===== config.mk =====
export PLATFORM = sky130hd
export DESIGN_NAME = spi_cmd_decoder
export DESIGN_NICKNAME = d
export VERILOG_FILES = /design/src/rtl/spi_cmd_pkg.sv /design/src/rtl/spi_reg_file.sv /design/src/rtl/spi_cmd_decoder.sv
export SDC_FILE = /design/constraint.sdc
export NUM_CORES = 1
export LEC_CHECK = 0
export CORE_ASPECT_RATIO = 0.6
export CORE_MARGIN = 2
export CORE_UTILIZATION = 55
export DETAILED_ROUTE_END_ITERATION = 7
export MAX_ROUTING_LAYER = met4
export PLACE_DENSITY = 0.78
export SLEW_MARGIN = 40
export SYNTH_ARGS = -nofsm -noshare
export SYNTH_HDL_FRONTEND = slang
export SYNTH_HIERARCHICAL = 1
export SYNTH_SLANG_ARGS = --single-unit

===== constraint.sdc =====
create_clock -name clk -period 2.7 [get_ports clk]
set_input_delay 0.27 -clock clk [delete_from_list [all_inputs] [get_ports clk]]
set_output_delay 0.27 -clock clk [all_outputs]
set_load 0.05 [all_outputs]

===== src/rtl/spi_cmd_pkg.sv =====
// Shared definitions for the SPI command decoder: FSM states, register map
// addresses and the layout of the command byte.
package spi_cmd_pkg;

    typedef enum logic [2:0] {
        ST_IDLE,
        ST_CMD,
        ST_WRITE,
        ST_READ,
        ST_DISCARD
    } state_t;

    localparam logic [2:0] ADDR_ID        = 3'h0;
    localparam logic [2:0] ADDR_SCRATCH   = 3'h1;
    localparam logic [2:0] ADDR_DISP_LO   = 3'h2;
    localparam logic [2:0] ADDR_DISP_HI   = 3'h3;
    localparam logic [2:0] ADDR_CTRL      = 3'h4;
    localparam logic [2:0] ADDR_RSVD      = 3'h5;
    localparam logic [2:0] ADDR_FRAME_CNT = 3'h6;
    localparam logic [2:0] ADDR_ERR_CNT   = 3'h7;

    // Command byte: [7] write/not-read, [6:3] must be zero, [2:0] start address.
    localparam int CMD_RW_BIT   = 7;
    localparam int CMD_MBZ_MSB  = 6;
    localparam int CMD_MBZ_LSB  = 3;
    localparam int CMD_ADDR_MSB = 2;
    localparam int CMD_ADDR_LSB = 0;

    function automatic logic cmd_is_bad(input logic [7:0] cmd);
        return |cmd[CMD_MBZ_MSB:CMD_MBZ_LSB];
    endfunction

    function automatic logic cmd_is_write(input logic [7:0] cmd);
        return cmd[CMD_RW_BIT];
    endfunction

    function automatic logic [2:0] cmd_addr(input logic [7:0] cmd);
        return cmd[CMD_ADDR_MSB:CMD_ADDR_LSB];
    endfunction

endpackage


===== src/rtl/spi_reg_file.sv =====
// Register map behind the SPI command decoder: RW registers, read-only
// counters, and the display shadow pair committed atomically at frame end.
module spi_reg_file #(
    parameter logic [7:0] DEVICE_ID = 8'hA5,
    parameter logic [7:0] ERR_SAT   = 8'hFF
) (
    input  logic        clk,
    input  logic        rst,
    input  logic        wr_en,
    input  logic [2:0]  wr_addr,
    input  logic [7:0]  wr_data,
    input  logic [2:0]  rd_addr,
    output logic [7:0]  rd_data,
    input  logic        err_inc,
    input  logic        frame_end,
    input  logic        frame_inc,
    output logic [15:0] disp_value,
    output logic [7:0]  ctrl
);
    import spi_cmd_pkg::*;

    logic [7:0] scratch;
    logic [7:0] disp_lo_sh;
    logic [7:0] disp_hi_sh;
    logic [7:0] ctrl_q;
    logic [7:0] frame_cnt;
    logic [7:0] err_cnt;
    logic [7:0] disp_lo_next;
    logic [7:0] disp_hi_next;

    // A display byte written on the very edge the frame closes must still
    // make it into the committed value, so commit from the next-state shadows.
    assign disp_lo_next = (wr_en && (wr_addr == ADDR_DISP_LO)) ? wr_data : disp_lo_sh;
    assign disp_hi_next = (wr_en && (wr_addr == ADDR_DISP_HI)) ? wr_data : disp_hi_sh;

    assign ctrl = ctrl_q;

    always_ff @(posedge clk) begin
        if (rst) begin
            scratch    <= 8'h00;
            disp_lo_sh <= 8'h00;
            disp_hi_sh <= 8'h00;
            ctrl_q     <= 8'h00;
            frame_cnt  <= 8'h00;
            err_cnt    <= 8'h00;
            disp_value <= 16'h0000;
        end else begin
            disp_lo_sh <= disp_lo_next;
            disp_hi_sh <= disp_hi_next;
            if (wr_en && (wr_addr == ADDR_SCRATCH)) begin
                scratch <= wr_data;
            end
            if (wr_en && (wr_addr == ADDR_CTRL)) begin
                ctrl_q <= wr_data;
            end
            if (err_inc && (err_cnt != ERR_SAT)) begin
                err_cnt <= err_cnt + 8'd1;
            end
            if (frame_inc) begin
                frame_cnt <= frame_cnt + 8'd1;
            end
            if (frame_end) begin
                disp_value <= {disp_hi_next, disp_lo_next};
            end
        end
    end

    // Display registers read back the staged value, i.e. the last byte written.
    always_comb begin
        rd_data = 8'h00;
        case (rd_addr)
            ADDR_ID:        rd_data = DEVICE_ID;
            ADDR_SCRATCH:   rd_data = scratch;
            ADDR_DISP_LO:   rd_data = disp_lo_sh;
            ADDR_DISP_HI:   rd_data = disp_hi_sh;
            ADDR_CTRL:      rd_data = ctrl_q;
            ADDR_RSVD:      rd_data = 8'h00;
            ADDR_FRAME_CNT: rd_data = frame_cnt;
            ADDR_ERR_CNT:   rd_data = err_cnt;
            default:        rd_data = 8'h00;
        endcase
    end

endmodule


===== src/rtl/spi_cmd_decoder.sv =====
// SPI command decoder: frames a byte stream into a command byte followed by
// register writes or reads, and drives the reply byte for the SPI slave.
module spi_cmd_decoder #(
    parameter logic [7:0] DEVICE_ID = 8'hA5,
    parameter logic [7:0] ERR_SAT   = 8'hFF
) (
    input  logic        clk,
    input  logic        rst,
    input  logic        cs_n,
    input  logic        rx_valid,
    input  logic [7:0]  rx_byte,
    output logic [7:0]  tx_byte,
    output logic [15:0] disp_value,
    output logic [7:0]  ctrl,
    output logic        frame_err
);
    import spi_cmd_pkg::*;

    state_t     state;
    state_t     state_d;
    logic [2:0] addr;
    logic [2:0] addr_d;
    logic [7:0] tx_d;
    logic       cs_prev;
    logic       frame_has_byte;
    logic       err_pulse;
    logic       wr_en;
    logic [2:0] rd_addr;
    logic [7:0] rd_data;
    logic       byte_seen;
    logic       frame_end;
    logic       frame_inc;

    assign byte_seen = rx_valid && (state != ST_IDLE);
    assign frame_end = cs_n && (state != ST_IDLE);
    assign frame_inc = frame_end && (frame_has_byte || byte_seen);

    // The command byte addresses the first read directly; later bytes read ahead.
    assign rd_addr = (state == ST_CMD) ? cmd_addr(rx_byte) : addr + 3'd1;

    spi_reg_file #(
        .DEVICE_ID (DEVICE_ID),
        .ERR_SAT   (ERR_SAT)
    ) u_reg_file (
        .clk        (clk),
        .rst        (rst),
        .wr_en      (wr_en),
        .wr_addr    (addr),
        .wr_data    (rx_byte),
        .rd_addr    (rd_addr),
        .rd_data    (rd_data),
        .err_inc    (err_pulse),
        .frame_end  (frame_end),
        .frame_inc  (frame_inc),
        .disp_value (disp_value),
        .ctrl       (ctrl)
    );

    // cs_prev starts low so a frame already in progress at reset release is skipped.
    always_ff @(posedge clk) begin
        if (rst) begin
            state          <= ST_IDLE;
            addr           <= 3'd0;
            tx_byte        <= 8'h00;
            frame_err      <= 1'b0;
            cs_prev        <= 1'b0;
            frame_has_byte <= 1'b0;
        end else begin
            state          <= state_d;
            addr           <= addr_d;
            tx_byte        <= tx_d;
            frame_err      <= err_pulse;
            cs_prev        <= cs_n;
            frame_has_byte <= frame_end ? 1'b0 : (frame_has_byte | byte_seen);
        end
    end

    always_comb begin
        state_d   = state;
        addr_d    = addr;
        tx_d      = 8'h00;
        err_pulse = 1'b0;
        wr_en     = 1'b0;
        case (state)
            ST_IDLE: begin
                if (!cs_n && cs_prev) begin
                    state_d = ST_CMD;
                end
            end
            ST_CMD: begin
                if (rx_valid) begin
                    if (cmd_is_bad(rx_byte)) begin
                        err_pulse = 1'b1;
                        state_d   = ST_DISCARD;
                    end else if (cmd_is_write(rx_byte)) begin
                        addr_d  = cmd_addr(rx_byte);
                        state_d = ST_WRITE;
                    end else begin
                        addr_d  = cmd_addr(rx_byte);
                        tx_d    = rd_data;
                        state_d = ST_READ;
                    end
                end
            end
            ST_WRITE: begin
                if (rx_valid) begin
                    wr_en  = 1'b1;
                    addr_d = addr + 3'd1;
                end
            end
            ST_READ: begin
                tx_d = tx_byte;
                if (rx_valid) begin
                    addr_d = addr + 3'd1;
                    tx_d   = rd_data;
                end
            end
            ST_DISCARD: begin
                state_d = ST_DISCARD;
            end
            default: begin
                state_d = ST_IDLE;
            end
        endcase
        // Frame end wins over everything except the byte already handled above.
        if (cs_n) begin
            state_d = ST_IDLE;
            tx_d    = 8'h00;
        end
    end

endmodule


==> impl_metrics.toml <==
[grt]
antenna_found_initial = 0
grt_max_degree = 74
grt.total_usage_pct = 28.3
grt_pass1_wl_um = 15700
overflow = 0
grt_pass1_vias = 2899

[timing]
period_share_pct = 90.0
fmax_ghz = 0.411
clock_skew_ns = 0.00687
worstMarginPinSlew_ns = 0.741
rsz0062_at_grt = "no"
slew_headroom_pct = 50.6
tns_ns = 0
final_hold_viol_count = 0
fin_ws_ns = 0.269
setup_viol = 0
drv_slew = 0
min_period_ns = 2.43

[routing]
drtIter0Drc = 292
vias = 3269
vias_per_cell = 6.14
postRouteAntennaNets = 0
wirelength_um = 10200
wire_per_inst_um = 19.2
firstDrtPassIters = 5
drc_errors = 0

[pwr]
vdd_drop_max_mv = 0.305
power.density_nw_per_um2 = 609
power_uw = 2820
p_leak_uw = 0.00166

[cts]
root_buffer = "clkbuf_16"
post_cts_buffers = 0
cts_sinks = 81
cts_resized = 0
worstSkewPairLatency_ns = 0.34
tritoncts = "yes"
cts_buffer_depth = 2
numCtsBuffers = 9
clk_pin_slew_ns = 0.06
postCtsHoldBufs = 0
cts_max_level = 3

[worst_setup_path]
slowest_delay_ns = 0.57
cp_data_arrival_time_ns = 2.69
critPathKind = "flip-flop to flip-flop"
crit_family = "compound AO/OA/AOI/OAI gates"
path_max_fanout = 12
cp_slowest_cell = "o21ai_1"
cp-end-kind = "flip-flop"
cp_data_required_time_ns = 2.96
cp_cell_sequence = "ha_1 -> xnor2_1 -> o21ai_1 -> nor2b_1 -> a22oi_1 -> o221ai_1 -> nand3_1 -> o2bb2ai_1"
worst-path-buf-inv = 0
critPathLaunchType = "flip-flop"

[die]
num_io_pins = 45
start_util_pct = 56.6
rows = 23
core_sq_um = 6620
die_x_um = 111
die_height_um = 67.9
dieArea_sq_um = 7510

[layout]
fin_cells = 532
nets = 455
diodes = 0
drive_gt1_share_pct = 11.7
layout_commonest_cell = "dfxtp_1"
final_cell_mix = "dfxtp_1, nor2_1, clkdlybuf4s50_1, mux2i_1, a211oi_1"
final_util_pct = 69.9
nFillCells = 545
areaGrowthSynthToFinish_pct = 23.5

[yosys]
synth_area_sq_um = 3740
syn_inst = 396
syn-mean-instance-area_sq_um = 9.46
mappedNetlistNets = 411
synth_ff_type = "dfxtp_1"
synth_cell_types = 61
ys_ff_latch = 81
synth_edf_count = 0
async_reset_ff_share_pct = 0
yosysWarnings = 6
yosysSeqAreaShare_pct = 43.3

[flow_run]
max_cap_viol_count = 0

[worst_hold_path]
hold_path_class = "input pin to flip-flop"

[placement]
dp_slack_ns = 0.332
dpl.cell_count = 516
gp_congestion = 0.949
hpwlAfterDp_um = 7250
portBuffers = 44

[status]
status = "completed"
## worst min-delay path: stages
cell	delay, ns
buf_2	0.11
nor3_1	0.06
buf_4	0.17
o21ai_0	0.08
a21oi_1	0.04
## per-layer routing
layer / wire [um] / vias up / global-route usage (%)
met5: 0 / - / -
met4: 166 / 0 / 10.0
met2: 4010 / 169 / 38.5
met3: 1090 / 18 / 5.93
li1: - / 1547 / -
met1: 4940 / 1535 / 41.3
## through the flow
stage / hold slack (ns) / instance area, sq um
2_1_floorplan: 0.349 / 3740
3_3_place_gp: 0.449 / 4270
3_5_place_dp: 0.452 / 4270
4_1_cts: 0.433 / 4620
5_1_grt: 0.473 / 4620
6_report: 0.426 / 4620
## cell usage after synthesis, types with 2 or more instances
cell	number	area [sq um]
a211oi_1	19	143
a21o_1	2	15.0
a21oi_1	12	60.1
a22o_1	2	17.5
a22oi_1	2	15.0
a31oi_1	9	56.3
and3_1	5	31.3
and3b_1	3	26.3
and4_1	2	17.5
buf_2	9	45.0
buf_4	6	45.0
buf_6	2	22.5
clkbuf_1	12	45.0
dfxtp_1	81	1620
ha_1	3	37.5
inv_1	7	26.3
mux2_2	6	67.6
mux2i_1	39	390
mux4_2	2	45.0
nand2_1	9	33.8
nand2b_1	6	37.5
nand3_1	13	65.1
nand4_1	6	37.5
nand4b_1	2	17.5
nor2_1	59	221
nor2b_1	8	50.1
nor3_1	7	35.0
nor3b_1	2	15.0
nor4bb_1	2	20.0
o2111ai_1	2	17.5
o21ai_0	11	55.1
o221ai_1	2	17.5
o22ai_1	2	12.5
o2bb2ai_1	9	78.8
or3_1	4	25.0
xnor2_1	2	17.5
xor2_1	3	26.3
## kinds of logic (layout without fill, tap and decap cells)
kind of cell | count (synthesis) | after routing | synth area share [%]
muxes | 47 | 47 | 13.4
adders and majority gates | 3 | 3 | 1.00
buffers and inverters | 36 | 85 | 4.91
and+or+nand+nor | 141 | 141 | 20.4
xor gates and xnor gates | 5 | 5 | 1.17
DFF | 81 | 81 | 43.3
AOI/OAI and AO/OA | 83 | 83 | 15.7
## final cells by class
class                      instances  area, sq um  share of cell area [%]
inverter                           7         26.3                   0.568
sequential                        81         1620                    35.1
clock inverter                     7          126                    2.73
timing repair buffer              62          571                    12.3
clock buffer                       9          225                    4.87
tap                               87          109                    2.35
multi-input combinational        279         1950                    42.1
## state kept, by name (all words and copies together) (netlist names)
name	flops
u_reg_file/scratch	8
u_reg_file/ctrl	8
u_reg_file/err_cnt	8
u_reg_file/disp_lo_sh	8
addr	3
tx_byte	8
frame_err	1
frame_has_byte	1
u_reg_file/frame_cnt	8
state	3
u_reg_file/disp_value	16
u_reg_file/disp_hi_sh	8
cs_prev	1
## worst paths after layout
path                      startpoint                      end  slack (ns)  cells after the start
min reg2reg  tx_byte[6]$_SDFFE_PP0P_  tx_byte[6]$_SDFFE_PP0P_        0.47                      1
min                              rst    state[0]$_SDFFE_PP0P_        0.43                      5
max             addr[1]$_SDFFE_PP0P_  tx_byte[4]$_SDFFE_PP0P_        0.27                      8
max reg2reg     addr[1]$_SDFFE_PP0P_  tx_byte[4]$_SDFFE_PP0P_        0.27                      8
## where the power goes
part | total [uW] | internal, uW | switching (uW)
clock | 1440 | 915 | 521
sequential | 1210 | 1210 | 6.30
combinational | 171 | 61.2 | 110
No activity file was read; power rests on OpenSTA's default activity.
